===== src/rtl/demux_fifo2.sv =====
`default_nettype none
// ============================================================================
// Module   : demux_fifo2
// Purpose  : Streaming 1-to-2 demultiplexer. Each accepted word is routed by
//            in_sel into one of two independent DEPTH-entry FIFOs, each with
//            its own valid/ready output handshake.
// Ports    : clk, rst_n (async, active low)
//            in_data/in_sel/in_valid -> in_ready   producer side
//            out1_data/out1_valid/out1_count <- out1_ready   consumer 1
//            out2_data/out2_valid/out2_count <- out2_ready   consumer 2
//            stat1_words/stat2_words/stat_stall  (DEMUX_FIFO2_STATS_EN only)
// Options  : `define DEMUX_FIFO2_STATS_EN adds push and stall counters.
// Revision : 1.0 - initial release
// ============================================================================
module demux_fifo2 #(
    parameter int WIDTH = 64,
    parameter int DEPTH = 2
) (
    input  logic                   clk,
    input  logic                   rst_n,
    input  logic [WIDTH-1:0]       in_data,
    input  logic                   in_sel,
    input  logic                   in_valid,
    output logic                   in_ready,
    output logic [WIDTH-1:0]       out1_data,
    output logic                   out1_valid,
    input  logic                   out1_ready,
    output logic [WIDTH-1:0]       out2_data,
    output logic                   out2_valid,
    input  logic                   out2_ready,
    output logic [$clog2(DEPTH):0] out1_count,
`ifdef DEMUX_FIFO2_STATS_EN
    output logic [31:0]            stat1_words,
    output logic [31:0]            stat2_words,
    output logic [31:0]            stat_stall,
`endif
    output logic [$clog2(DEPTH):0] out2_count
);

    localparam int c_ptr_w = $clog2(DEPTH);
    localparam int c_cnt_w = $clog2(DEPTH) + 1;
    localparam logic [c_ptr_w-1:0] c_ptr_one  = c_ptr_w'(1);
    localparam logic [c_cnt_w-1:0] c_cnt_one  = c_cnt_w'(1);
    localparam logic [c_cnt_w-1:0] c_cnt_full = c_cnt_w'(DEPTH);

    logic [1:0]         w_sel_hot;
    logic [1:0]         w_out_ready;
    logic [1:0]         w_full;
    logic [1:0]         w_valid;
    logic [1:0]         w_push;
    logic [WIDTH-1:0]   w_data  [2];
    logic [c_cnt_w-1:0] w_count [2];

    assign w_sel_hot   = {in_sel, ~in_sel};
    assign w_out_ready = {out2_ready, out1_ready};

    // Readiness looks only at the addressed FIFO; a pop on the same edge
    // does not open a slot for the push.
    assign in_ready = rst_n & (in_sel ? ~w_full[1] : ~w_full[0]);

    for (genvar g = 0; g < 2; g++) begin : g_fifo
        logic [WIDTH-1:0]   r_mem [DEPTH];
        logic [c_ptr_w-1:0] r_rd;
        logic [c_ptr_w-1:0] r_wr;
        logic [c_cnt_w-1:0] r_cnt;
        logic [WIDTH-1:0]   r_head;
        logic               w_pop;
        logic [c_ptr_w-1:0] w_rd_nxt;
        logic [WIDTH-1:0]   w_head_nxt;

        assign w_full[g]  = (r_cnt == c_cnt_full);
        assign w_valid[g] = (r_cnt != '0);
        assign w_push[g]  = in_valid & in_ready & w_sel_hot[g];
        assign w_pop      = w_valid[g] & w_out_ready[g];
        assign w_rd_nxt   = w_pop ? (r_rd + c_ptr_one) : r_rd;

        // The head register tracks storage[rd_ptr] one edge ahead so the
        // output is a flop, not a mux of flops. When the slot being written
        // is the next head (FIFO empty after this edge's pop), take in_data.
        assign w_head_nxt = (w_push[g] && (r_wr == w_rd_nxt)) ? in_data
                                                               : r_mem[w_rd_nxt];

        always_ff @(posedge clk or negedge rst_n) begin
            if (!rst_n) begin
                for (int i = 0; i < DEPTH; i++) begin
                    r_mem[i] <= '0;
                end
                r_rd   <= '0;
                r_wr   <= '0;
                r_cnt  <= '0;
                r_head <= '0;
            end else begin
                if (w_push[g]) begin
                    r_mem[r_wr] <= in_data;
                    r_wr        <= r_wr + c_ptr_one;
                end
                r_rd   <= w_rd_nxt;
                r_head <= w_head_nxt;
                case ({w_push[g], w_pop})
                    2'b10:   r_cnt <= r_cnt + c_cnt_one;
                    2'b01:   r_cnt <= r_cnt - c_cnt_one;
                    default: r_cnt <= r_cnt;
                endcase
            end
        end

        assign w_data[g]  = r_head;
        assign w_count[g] = r_cnt;
    end

    assign out1_data  = w_data[0];
    assign out1_valid = w_valid[0];
    assign out1_count = w_count[0];
    assign out2_data  = w_data[1];
    assign out2_valid = w_valid[1];
    assign out2_count = w_count[1];

`ifdef DEMUX_FIFO2_STATS_EN
    logic [31:0] r_stat1;
    logic [31:0] r_stat2;
    logic [31:0] r_stall;

    always_ff @(posedge clk or negedge rst_n) begin
        if (!rst_n) begin
            r_stat1 <= '0;
            r_stat2 <= '0;
            r_stall <= '0;
        end else begin
            if (w_push[0]) r_stat1 <= r_stat1 + 32'd1;
            if (w_push[1]) r_stat2 <= r_stat2 + 32'd1;
            if (in_valid && !in_ready) r_stall <= r_stall + 32'd1;
        end
    end

    assign stat1_words = r_stat1;
    assign stat2_words = r_stat2;
    assign stat_stall  = r_stall;
`endif

endmodule
`default_nettype wire


===== config.mk =====
export PLATFORM = sky130hd
export DESIGN_NAME = demux_fifo2
export DESIGN_NICKNAME = d
export VERILOG_FILES = /design/src/rtl/demux_fifo2.sv
export SDC_FILE = /design/constraint.sdc
export NUM_CORES = 1
export LEC_CHECK = 0
export CAP_MARGIN = 25
export CELL_PAD_IN_SITES_DETAIL_PLACEMENT = 0
export CELL_PAD_IN_SITES_GLOBAL_PLACEMENT = 1
export CORE_UTILIZATION = 40
export CTS_BUF_LIST = sky130_fd_sc_hd__clkbuf_8 sky130_fd_sc_hd__clkbuf_16
export CTS_CLUSTER_SIZE = 20
export DETAILED_ROUTE_END_ITERATION = 7
export PLACE_DENSITY = 0.82
export SLEW_MARGIN = 20
export SYNTH_ARGS = -nofsm -noshare
export SYNTH_HDL_FRONTEND = slang
export SYNTH_SLANG_ARGS = --single-unit

===== constraint.sdc =====
create_clock -name clk -period 1.6 [get_ports clk]
set_input_delay 0.32 -clock clk [delete_from_list [all_inputs] [get_ports clk]]
set_output_delay 0.32 -clock clk [all_outputs]
set_load 0.01 [all_outputs]

==> results.py, run 1 <==
metrics = {
    "worst_setup_path": {
        "required_ns": 2.03,
        "worst_setup_path_end_kind": "flop",
        "cpPeakStageDelay_ns": 0.42,
        "critical_path_class": "flop to flop",
        "cp_common_cell": "o21ai_1",
        "crit_chain": "buf_6 > o21ai_4 > xor2_4 > inv_4 > buf_12 > or3_1 > o21ai_1 > o21ai_1",
        "arrival_ns": 2.37,
        "start_kind": "flop",
        "cpMaxStageDelayCell": "dfrtp_2",
        "worstPathMaxFanout": 24,
    },
    "place": {
        "place_area_sq_um": 21500,
        "routabilityCongestion": 0.807,
        "portBuffers": 204,
        "dp_cells": 2494,
        "dp_hpwl_mm": 32.6,
    },
    "status": {
        "outcome": "finished with violations",
        "failed_checks": "setup timing",
    },
    "power": {
        "power_density_nw_per_um2": 2130,
        "vdd_drop_max_mv": 1.09,
        "p_total_mw": 53.9,
        "leakage_nw": 11.4,
    },
    "clock_tree": {
        "cts_tree": "yes",
        "clk_pin_slew_ns": 0.06,
        "clock_sinks": 392,
        "clkLatencyLatePin_ns": 0.57,
        "h-tree-depth": 2,
        "clk_path_buf_depth": 3,
        "cts_buffers": 44,
        "cts-root-buf": "clkbuf_16",
    },
    "floorplan": {
        "initial_utilization_pct": 40.7,
        "placementRows": 77,
        "die-area_sq_um": 45900,
        "ios": 205,
        "chipWidth_microns": 214,
        "core_sq_um": 44300,
        "die_h_microns": 214,
    },
    "logic_synthesis": {
        "ys_ff_latch": 392,
        "synth_cell_type_count": 36,
        "synthCells": 1748,
        "yosys_warnings": 0,
        "synth_top_flop_cell": "dfrtp_1",
        "synth-edff-count": 0,
        "syn_nets": 1819,
        "syn_avg_cell_area_sq_um": 10.3,
        "yosysSeqAreaShare_pct": 54.4,
        "syn_area_sq_um": 18000,
        "async_flop_share_pct": 100,
    },
    "sta": {
        "rsz0062_at_grt": "yes",
        "slew_headroom_pct": 40.3,
        "finalCritPeriodShare_pct": 121,
        "final-hold-violation-count": 0,
        "setup_violations": 414,
        "fmax_mhz": 516,
        "period_needed_ns": 1.94,
        "slew_violations": 0,
        "worst_pin_slew_ns": 0.896,
        "clock-skew-final_ns": 0.0199,
        "setup_slack_ns": -0.336,
    },
    "job": {
        "maxCapViolations": 0,
    },
    "drt": {
        "routed_wirelength_mm": 60.5,
        "drtAntennaViolNets": 0,
        "wl_per_cell_microns": 22.8,
        "drt_iter0_markers": 1537,
        "firstDrtPassIters": 5,
        "drc": 0,
        "avgViaCountPerCell": 5.84,
        "vias": 15500,
    },
    "cells_and_area": {
        "synthToLayoutAreaGrowth_pct": 40.3,
        "design_area_sq_um": 25300,
        "final_common_cell": "dfrtp_1",
        "fin_cells": 2652,
        "fillers": 3678,
        "nets": 2097,
        "layout_common_cells": "387 x dfrtp_1, 219 x o21ai_1, 194 x nand2_1",
        "drive_gt1_share_pct": 26.9,
    },
    "global_routing": {
        "grt_max_degree": 122,
        "grt_pass1_vias": 15200,
        "antenna_found_initial": 2,
        "grt_pass1_wl_mm": 92.6,
        "grt_usage_pct": 25.9,
        "overflow": 0,
    },
    "worst_hold_path": {
        "hold_class": "input pin to asynchronous set/reset pin",
    },
}
critical path, delay by kind of cell (launching register included):
family	cells	cell delay [ns]
AO/OA/AOI/OAI	3	0.38
XOR/XNOR	1	0.25
buffers and inverters	3	0.40
flip-flops	1	0.42
AND/OR/NAND/NOR	1	0.36
final cells by class:
type                       count  area, sq um  share of cell area [%]
antenna                        1         2.50                 0.00989
clock buffer                  49         1180                    4.67
clock inverter                30          363                    1.43
inverter                       5         36.3                   0.143
multi-input combinational   1197         8270                    32.7
sequential                   392         9820                    38.8
tap                          592          741                    2.93
timing repair buffer         386         4890                    19.3
report_power, final:
part | leakage (nW) | total [mW] | switching, mW | internal [mW]
logic | 5.93 | 25.0 | 12.2 | 12.8
registers | 4.69 | 18.0 | 2.87 | 15.1
clock network | 0.768 | 10.9 | 4.29 | 6.60
total | 11.4 | 53.9 | 19.3 | 34.5
path summary, 6_finish.rpt:
kind,slack (ns),startpoint,cells after the start,to
max,-0.34,out1_count[1],8,out1_data[10]
min,0.03,rst_n,3,out1_data[56]
max reg2reg,-0.34,out1_count[1],8,out1_data[10]
min reg2reg,0.47,g_fifo[0].r_mem[62],2,g_fifo[0].r_mem[62]
max in group asynchronous,-0.04,rst_n,4,out1_data[27]
min in group clk,0.31,rst_n,4,out1_count[0]
cells by family (layout without fill, tap and decap cells):
logic type,count (synthesis),count (layout),share of synthesized area [%]
xor+xnor,7,7,0.423
compound gates,511,511,15.1
mux,192,192,12.0
simple gates,485,486,14.0
buf+inv,160,470,4.02
fa+ha+maj,1,1,0.0694
other cells,0,1,0
flops,392,392,54.4
sequential cells by signal (all words and copies together) (netlist names):
register      flops
g_fifo.r_mem    256
g_fifo.r_rd       2
g_fifo.r_wr       2
out1_count        2
out1_data        64
out2_count        2
out2_data        64
Yosys cell counts, types with 4 or more instances:
cell type / instances / area share [%]
o21ai_1: 131 / 3.6
mux2_2: 187 / 12
buf_2: 39 / 1.1
buf_6: 10 / 0.62
and3_1: 128 / 4.4
or3_1: 126 / 4.4
a31oi_1: 126 / 4.4
nand2_1: 197 / 4.1
nand3_1: 7 / 0.19
clkbuf_1: 103 / 2.1
xnor2_1: 4 / 0.19
nor3_1: 4 / 0.11
o21ai_0: 250 / 6.9
mux2_1: 5 / 0.31
dfrtp_1: 392 / 54
nor2_1: 6 / 0.12
metal layers:
metal  track usage, %  up-vias  part of all wire, %
li1                 -     6907                    -
met1             36.1     7798                   43
met2             40.3      654                   47
met3             4.44      116                  7.2
met4             10.2        2                  3.1
met5                0        -                0.020
per-stage QoR:
step | util [%] | setup TNS (ns) | hold slack, ns | setup WS (ns)
2_1_floorplan | - | -23.41 | 0.0244 | -0.178
3_3_place_gp | 48.5 | -212.45 | 0.320 | -0.685
3_5_place_dp | 48.5 | -218.31 | 0.317 | -0.719
4_1_cts | 56.2 | -77.63 | 0.0549 | -0.351
5_1_grt | 57.1 | -112.61 | 0.0930 | -0.444
6_report | 57.1 | -72.63 | 0.0314 | -0.336
timing repair:
action,4_1_cts,5_1_grt
resized for setup,362,107
hold endpoints to repair,32,0
pin swaps,32,17
hold buffers,1,0
endpoints found under the setup margin,462,465
gates cloned,36,3
setup buffers,34,20
Note: power is estimated with default switching activity, not from simulation.
==> run 2: changes to the inputs <==
--- a/config.mk
+++ b/config.mk
@@ -12,6 +12,7 @@
 export CTS_BUF_LIST = sky130_fd_sc_hd__clkbuf_8 sky130_fd_sc_hd__clkbuf_16
 export CTS_CLUSTER_SIZE = 20
 export DETAILED_ROUTE_END_ITERATION = 7
+export HOLD_SLACK_MARGIN = 0.12
 export PLACE_DENSITY = 0.82
 export SLEW_MARGIN = 20
 export SYNTH_ARGS = -nofsm -noshare
==> results.py, run 2 (synthesis results as in run 1) <==
metrics = {
    "floorplan": {
        "initial_utilization_pct": 40.7,
        "ios": 205,
        "placementRows": 77,
        "chipWidth_microns": 214,
        "die_h_microns": 214,
        "core_sq_um": 44300,
        "die-area_sq_um": 45900,
    },
    "drt": {
        "drt_iter0_markers": 1568,
        "drtAntennaViolNets": 0,
        "drc": 0,
        "avgViaCountPerCell": 5.84,
        "vias": 15500,
        "firstDrtPassIters": 6,
        "wl_per_cell_microns": 22.8,
        "routed_wirelength_mm": 60.4,
    },
    "worst_setup_path": {
        "critical_path_class": "flop to flop",
        "start_kind": "flop",
        "required_ns": 2.03,
        "arrival_ns": 2.37,
        "worstPathMaxFanout": 24,
        "worst_setup_path_end_kind": "flop",
    },
    "cells_and_area": {
        "fillers": 3678,
        "nets": 2097,
        "synthToLayoutAreaGrowth_pct": 40.3,
        "largest_reg_flops": 256,
        "top_register": "g_fifo.r_mem",
        "seqCellArea_sq_um": 9820,
        "layout_common_cells": "387 x dfrtp_1, 219 x o21ai_1, 194 x nand2_1",
        "design_area_sq_um": 25300,
        "multi_input_area_sq_um": 8270,
        "final_common_cell": "dfrtp_1",
        "drive_gt1_share_pct": 26.9,
        "utilization_pct": 57.1,
    },
    "status": {
        "failed_checks": "setup timing",
        "outcome": "finished with violations",
    },
    "global_routing": {
        "overflow": 0,
        "grt_pass1_wl_mm": 92.6,
        "grt_usage_pct": 25.9,
        "grt_max_degree": 122,
        "antenna_found_initial": 2,
        "grt_pass1_vias": 15200,
    },
    "power": {
        "vdd_drop_max_mv": 1.10,
        "p_seq_share_pct": 33.4,
        "power_density_nw_per_um2": 2130,
        "p_sw_mw": 19.3,
        "intPower_mw": 34.5,
        "clockPowerShare_pct": 20.2,
        "swShare_pct": 35.9,
        "p_total_mw": 53.8,
        "leakage_nw": 11.4,
        "combPwrFrac_pct": 46.4,
    },
    "clock_tree": {
        "h-tree-depth": 2,
        "clock_sinks": 392,
        "clkLatencyLatePin_ns": 0.57,
        "clk_path_buf_depth": 3,
        "clk_pin_slew_ns": 0.06,
        "cts-root-buf": "clkbuf_16",
        "cts_buffers": 44,
        "cts_tree": "yes",
    },
    "place": {
        "place_ws_ns": -0.719,
        "place_area_sq_um": 21500,
        "routabilityCongestion": 0.807,
        "dp_hpwl_mm": 32.6,
        "portBuffers": 204,
    },
    "sta": {
        "worst_pin_slew_ns": 0.904,
        "slew_violations": 0,
        "rsz0062_at_grt": "yes",
        "period_needed_ns": 1.94,
        "finalCritPeriodShare_pct": 121,
        "setup_violations": 420,
        "clock-skew-final_ns": 0.0180,
        "setup_slack_ns": -0.335,
        "fmax_mhz": 517,
        "final-hold-violation-count": 0,
        "whs_ns": 0.310,
        "slew_headroom_pct": 39.8,
    },
    "worst_hold_path": {
        "hold_class": "input pin to flop",
    },
    "job": {
        "maxCapViolations": 0,
    },
}
[run 2: what timing repair did]
item                                    4_1_cts  5_1_grt
hold endpoints to repair                     89        0
hold buffers                                  1        0
resized for setup                           362      107
cloned                                       36        3
endpoints found under the setup margin      462      465
setup buffers                                34       20
pin swaps                                    32       17
[run 2: critical path, cell delays in order (launching register included)]
cell and delay, ns:
dfrtp_2 0.42, buf_6 0.13, o21ai_4 0.17, xor2_4 0.25
inv_4 0.10, buf_12 0.17, or3_1 0.36, o21ai_1 0.11
o21ai_1 0.10
[run 2: worst paths after layout]
kind                                startpoint                   to  slack (ns)  cells after the start
setup / recovery                 out1_count[1]        out1_data[10]       -0.34                      8
hold / removal                           rst_n        out1_count[0]        0.31                      4
setup reg to reg                 out1_count[1]        out1_data[10]       -0.34                      8
hold reg to reg            g_fifo[0].r_mem[62]  g_fifo[0].r_mem[62]        0.47                      2
max in group asynchronous                rst_n        out1_data[27]       -0.05                      4
min in group asynchronous                rst_n  g_fifo[1].r_mem[74]        0.52                      3
[run 2: power by group through the flow]
| stage | registers, mW | logic, mW | clock network, mW |
|---|---|---|---|
| after global routing | 18.5 | 27.0 | 11.4 |
| after global placement | 17.8 | 20.6 | 0 |
| final | 18.0 | 25.0 | 10.9 |
| after floorplan | 17.8 | 12.1 | 0 |
| after CTS | 17.9 | 23.7 | 11.0 |
| after detailed placement | 18.0 | 21.1 | 0 |
[run 2: per-layer routing]
metal / GRT usage (%) / part of all wire [%] / wire, microns
met5: 0 / 0.020 / 12
met2: 40.3 / 47 / 28200
met3: 4.44 / 7.4 / 4480
met4: 10.1 / 3.2 / 1950
met1: 36.1 / 43 / 25700
[run 2: through the flow]
stage | instances | TNS (ns)
finish | 2652 | -72.85
global route | 2652 | -113.91
CTS | 2642 | -78.62
detailed placement | 2494 | -218.31
global placement | 2494 | -212.45
floorplan | 1748 | -23.41
[run 2: cell type report]
cell class	count	area share, %
flip-flops and latches	392	38.8
multi-input cells	1197	32.7
repair buffers	386	19.3
clock buffers	49	4.67
well taps	592	2.93
clock inverters	30	1.43
inverters	5	0.143
diodes	1	0.00989
==> run 3: changes to the inputs <==
--- a/config.mk
+++ b/config.mk
@@ -8,12 +8,12 @@
 export CAP_MARGIN = 25
 export CELL_PAD_IN_SITES_DETAIL_PLACEMENT = 0
 export CELL_PAD_IN_SITES_GLOBAL_PLACEMENT = 1
-export CORE_UTILIZATION = 40
+export CORE_UTILIZATION = 45
 export CTS_BUF_LIST = sky130_fd_sc_hd__clkbuf_8 sky130_fd_sc_hd__clkbuf_16
 export CTS_CLUSTER_SIZE = 20
 export DETAILED_ROUTE_END_ITERATION = 7
 export HOLD_SLACK_MARGIN = 0.12
-export PLACE_DENSITY = 0.82
+export PLACE_DENSITY = 0.87
 export SLEW_MARGIN = 20
 export SYNTH_ARGS = -nofsm -noshare
 export SYNTH_HDL_FRONTEND = slang
==> constraint.sdc (replaced) <==
create_clock -name clk -period 2.4 [get_ports clk]
set_input_delay 0.48 -clock clk [delete_from_list [all_inputs] [get_ports clk]]
set_output_delay 0.48 -clock clk [all_outputs]
set_load 0.01 [all_outputs]
==> results.py, run 3 (synthesis results as in run 1) <==
metrics = {
    "status": {
        "outcome": "finished, final reports clean",
    },
    "drt": {
        "drt_iter0_markers": 1347,
        "avgViaCountPerCell": 5.92,
        "vias": 14600,
        "routed_wirelength_mm": 51.0,
        "firstDrtPassIters": 6,
        "drc": 0,
        "drtAntennaViolNets": 0,
        "wl_per_cell_microns": 20.8,
    },
    "clock_tree": {
        "cts_buffers": 43,
        "clk_pin_slew_ns": 0.06,
        "clk_path_buf_depth": 3,
        "h-tree-depth": 2,
        "cts_tree": "yes",
        "clkLatencyLatePin_ns": 0.57,
        "cts-root-buf": "clkbuf_16",
        "clock_sinks": 392,
    },
    "worst_setup_path": {
        "arrival_ns": 1.82,
        "worstPathMaxFanout": 6,
        "required_ns": 1.92,
        "start_kind": "flop",
        "critical_path_class": "flop to output pin",
        "worst_setup_path_end_kind": "output pin",
    },
    "cells_and_area": {
        "multi_input_area_sq_um": 7580,
        "fillers": 3284,
        "largest_reg_flops": 256,
        "seqCellArea_sq_um": 9820,
        "top_register": "g_fifo.r_mem",
        "final_common_cell": "dfrtp_1",
        "nets": 1979,
        "layout_common_cells": "388 x dfrtp_1, 250 x o21ai_0, 202 x clkdlybuf4s50_1",
        "drive_gt1_share_pct": 17.6,
        "synthToLayoutAreaGrowth_pct": 24.1,
        "utilization_pct": 57.2,
    },
    "floorplan": {
        "die_h_microns": 202,
        "core_sq_um": 39100,
        "ios": 205,
        "initial_utilization_pct": 46.1,
        "chipWidth_microns": 202,
        "placementRows": 72,
        "die-area_sq_um": 40900,
    },
    "sta": {
        "finalCritPeriodShare_pct": 95.6,
        "setup_violations": 0,
        "worst_pin_slew_ns": 0.872,
        "period_needed_ns": 2.30,
        "setup_tns_ns": 0,
        "slew_violations": 0,
        "setup_slack_ns": 0.105,
        "final-hold-violation-count": 0,
        "clock-skew-final_ns": 0.0245,
        "fmax_mhz": 436,
        "rsz0062_at_grt": "no",
        "slew_headroom_pct": 41.8,
    },
    "place": {
        "routabilityCongestion": 0.822,
        "portBuffers": 204,
        "place_ws_ns": -0.118,
        "dp_hpwl_mm": 30.8,
    },
    "power": {
        "clockPowerShare_pct": 20.6,
        "power_density_nw_per_um2": 1430,
        "p_seq_share_pct": 38.0,
        "vdd_drop_max_mv": 0.764,
        "intPower_mw": 20.7,
        "swShare_pct": 35.3,
        "leakage_nw": 9.85,
        "p_sw_mw": 11.3,
        "combPwrFrac_pct": 41.4,
    },
    "worst_hold_path": {
        "hold_class": "input pin to asynchronous set/reset pin",
    },
    "job": {
        "maxCapViolations": 0,
    },
    "global_routing": {
        "grt_usage_pct": 25.4,
        "overflow": 0,
        "grt_pass1_vias": 14600,
        "grt_max_degree": 154,
        "antenna_found_initial": 3,
        "grt_pass1_wl_mm": 82.1,
    },
}
==> run 3: changes by cell type in the layout (fill, tap and decap cells not counted), moves of 13 or more <==
cell             previous run  this run
buf_4                      59        37
buf_6                      27         0
o21ai_1                   219       131
o21ai_2                    39         2
bufbuf_16                  13         0
buf_16                     16         0
mux2_4                     65         0
clkdlybuf4s50_1            68       202
clkdlybuf4s15_1            23         0
o21ai_0                   123       250
mux2_2                    127       187
dlygate4sd2_1             104         1
buf_12                     64        28
==> run 3: per-stage QoR <==
stage | total power, mW | hold WS (ns) | cell area (sq um) | std cells
floorplan | 19.8 | 0.184 | 18000 | 1748
global placement | 24.9 | 0.301 | 20900 | 2378
detailed placement | 25.4 | 0.300 | 20900 | 2378
CTS | 32.2 | 0.318 | 22400 | 2456
global route | 34.2 | 0.340 | 22400 | 2457
finish | 32.0 | 0.351 | 22400 | 2457
==> run 3: worst max-delay path: stages, from the launching register on <==
cell             delay [ns]
dfrtp_2                0.41
buf_4                  0.16
nor2_1                 0.16
inv_1                  0.05
clkdlybuf4s50_1        0.47
==> run 3: worst paths after layout <==
path	from	end	slack [ns]	depth (start not counted)
worst max-delay path	out1_count[1]	out1_valid	0.10	4
worst min-delay path	rst_n	out2_count[1]	0.35	2
worst max register to register	out1_count[1]	out1_data[58]	0.18	8
worst min register to register	g_fifo[0].r_mem[26]	g_fifo[0].r_mem[26]	0.47	2
max in group asynchronous	rst_n	g_fifo[0].r_mem[124]	0.98	3
min in group clk	g_fifo[0].r_mem[26]	g_fifo[0].r_mem[26]	0.47	2
==> run 3: area by class of cell <==
| type | count | area share [%] |
|---|---|---|
| antenna | 1 | 0.0112 |
| clock inverter | 18 | 0.632 |
| multi-input combinational | 1196 | 33.9 |
| tap | 518 | 2.90 |
| clock buffer | 57 | 5.72 |
| inverter | 5 | 0.0839 |
| timing repair buffer | 270 | 12.9 |
| sequential | 392 | 43.9 |
==> run 3: repair_timing <==
item,CTS,global route
gates resized for setup,4,0
hold buffers,1,0
setup buffers,2,0
hold endpoints to repair,118,0
setup endpoints to repair,1,0
==> run 3: power groups by stage <==
stage	logic, mW	clock network [mW]	registers, mW
6_report	13.2	6.60	12.1
5_1_grt	14.6	7.01	12.6
4_1_cts	13.3	6.71	12.2
3_5_place_dp	13.2	0	12.2
3_3_place_gp	12.8	0	12.1
2_1_floorplan	7.88	0	11.9
==> run 3: metal layers <==
| layer | track usage [%] | wire length [microns] | share of wire, % |
|---|---|---|---|
| met1 | 34.8 | 22200 | 43 |
| met2 | 41.3 | 24400 | 48 |
| met3 | 4.48 | 3410 | 6.7 |
| met4 | 7.68 | 1000 | 2.0 |
| met5 | 0 | 22 | 0.043 |
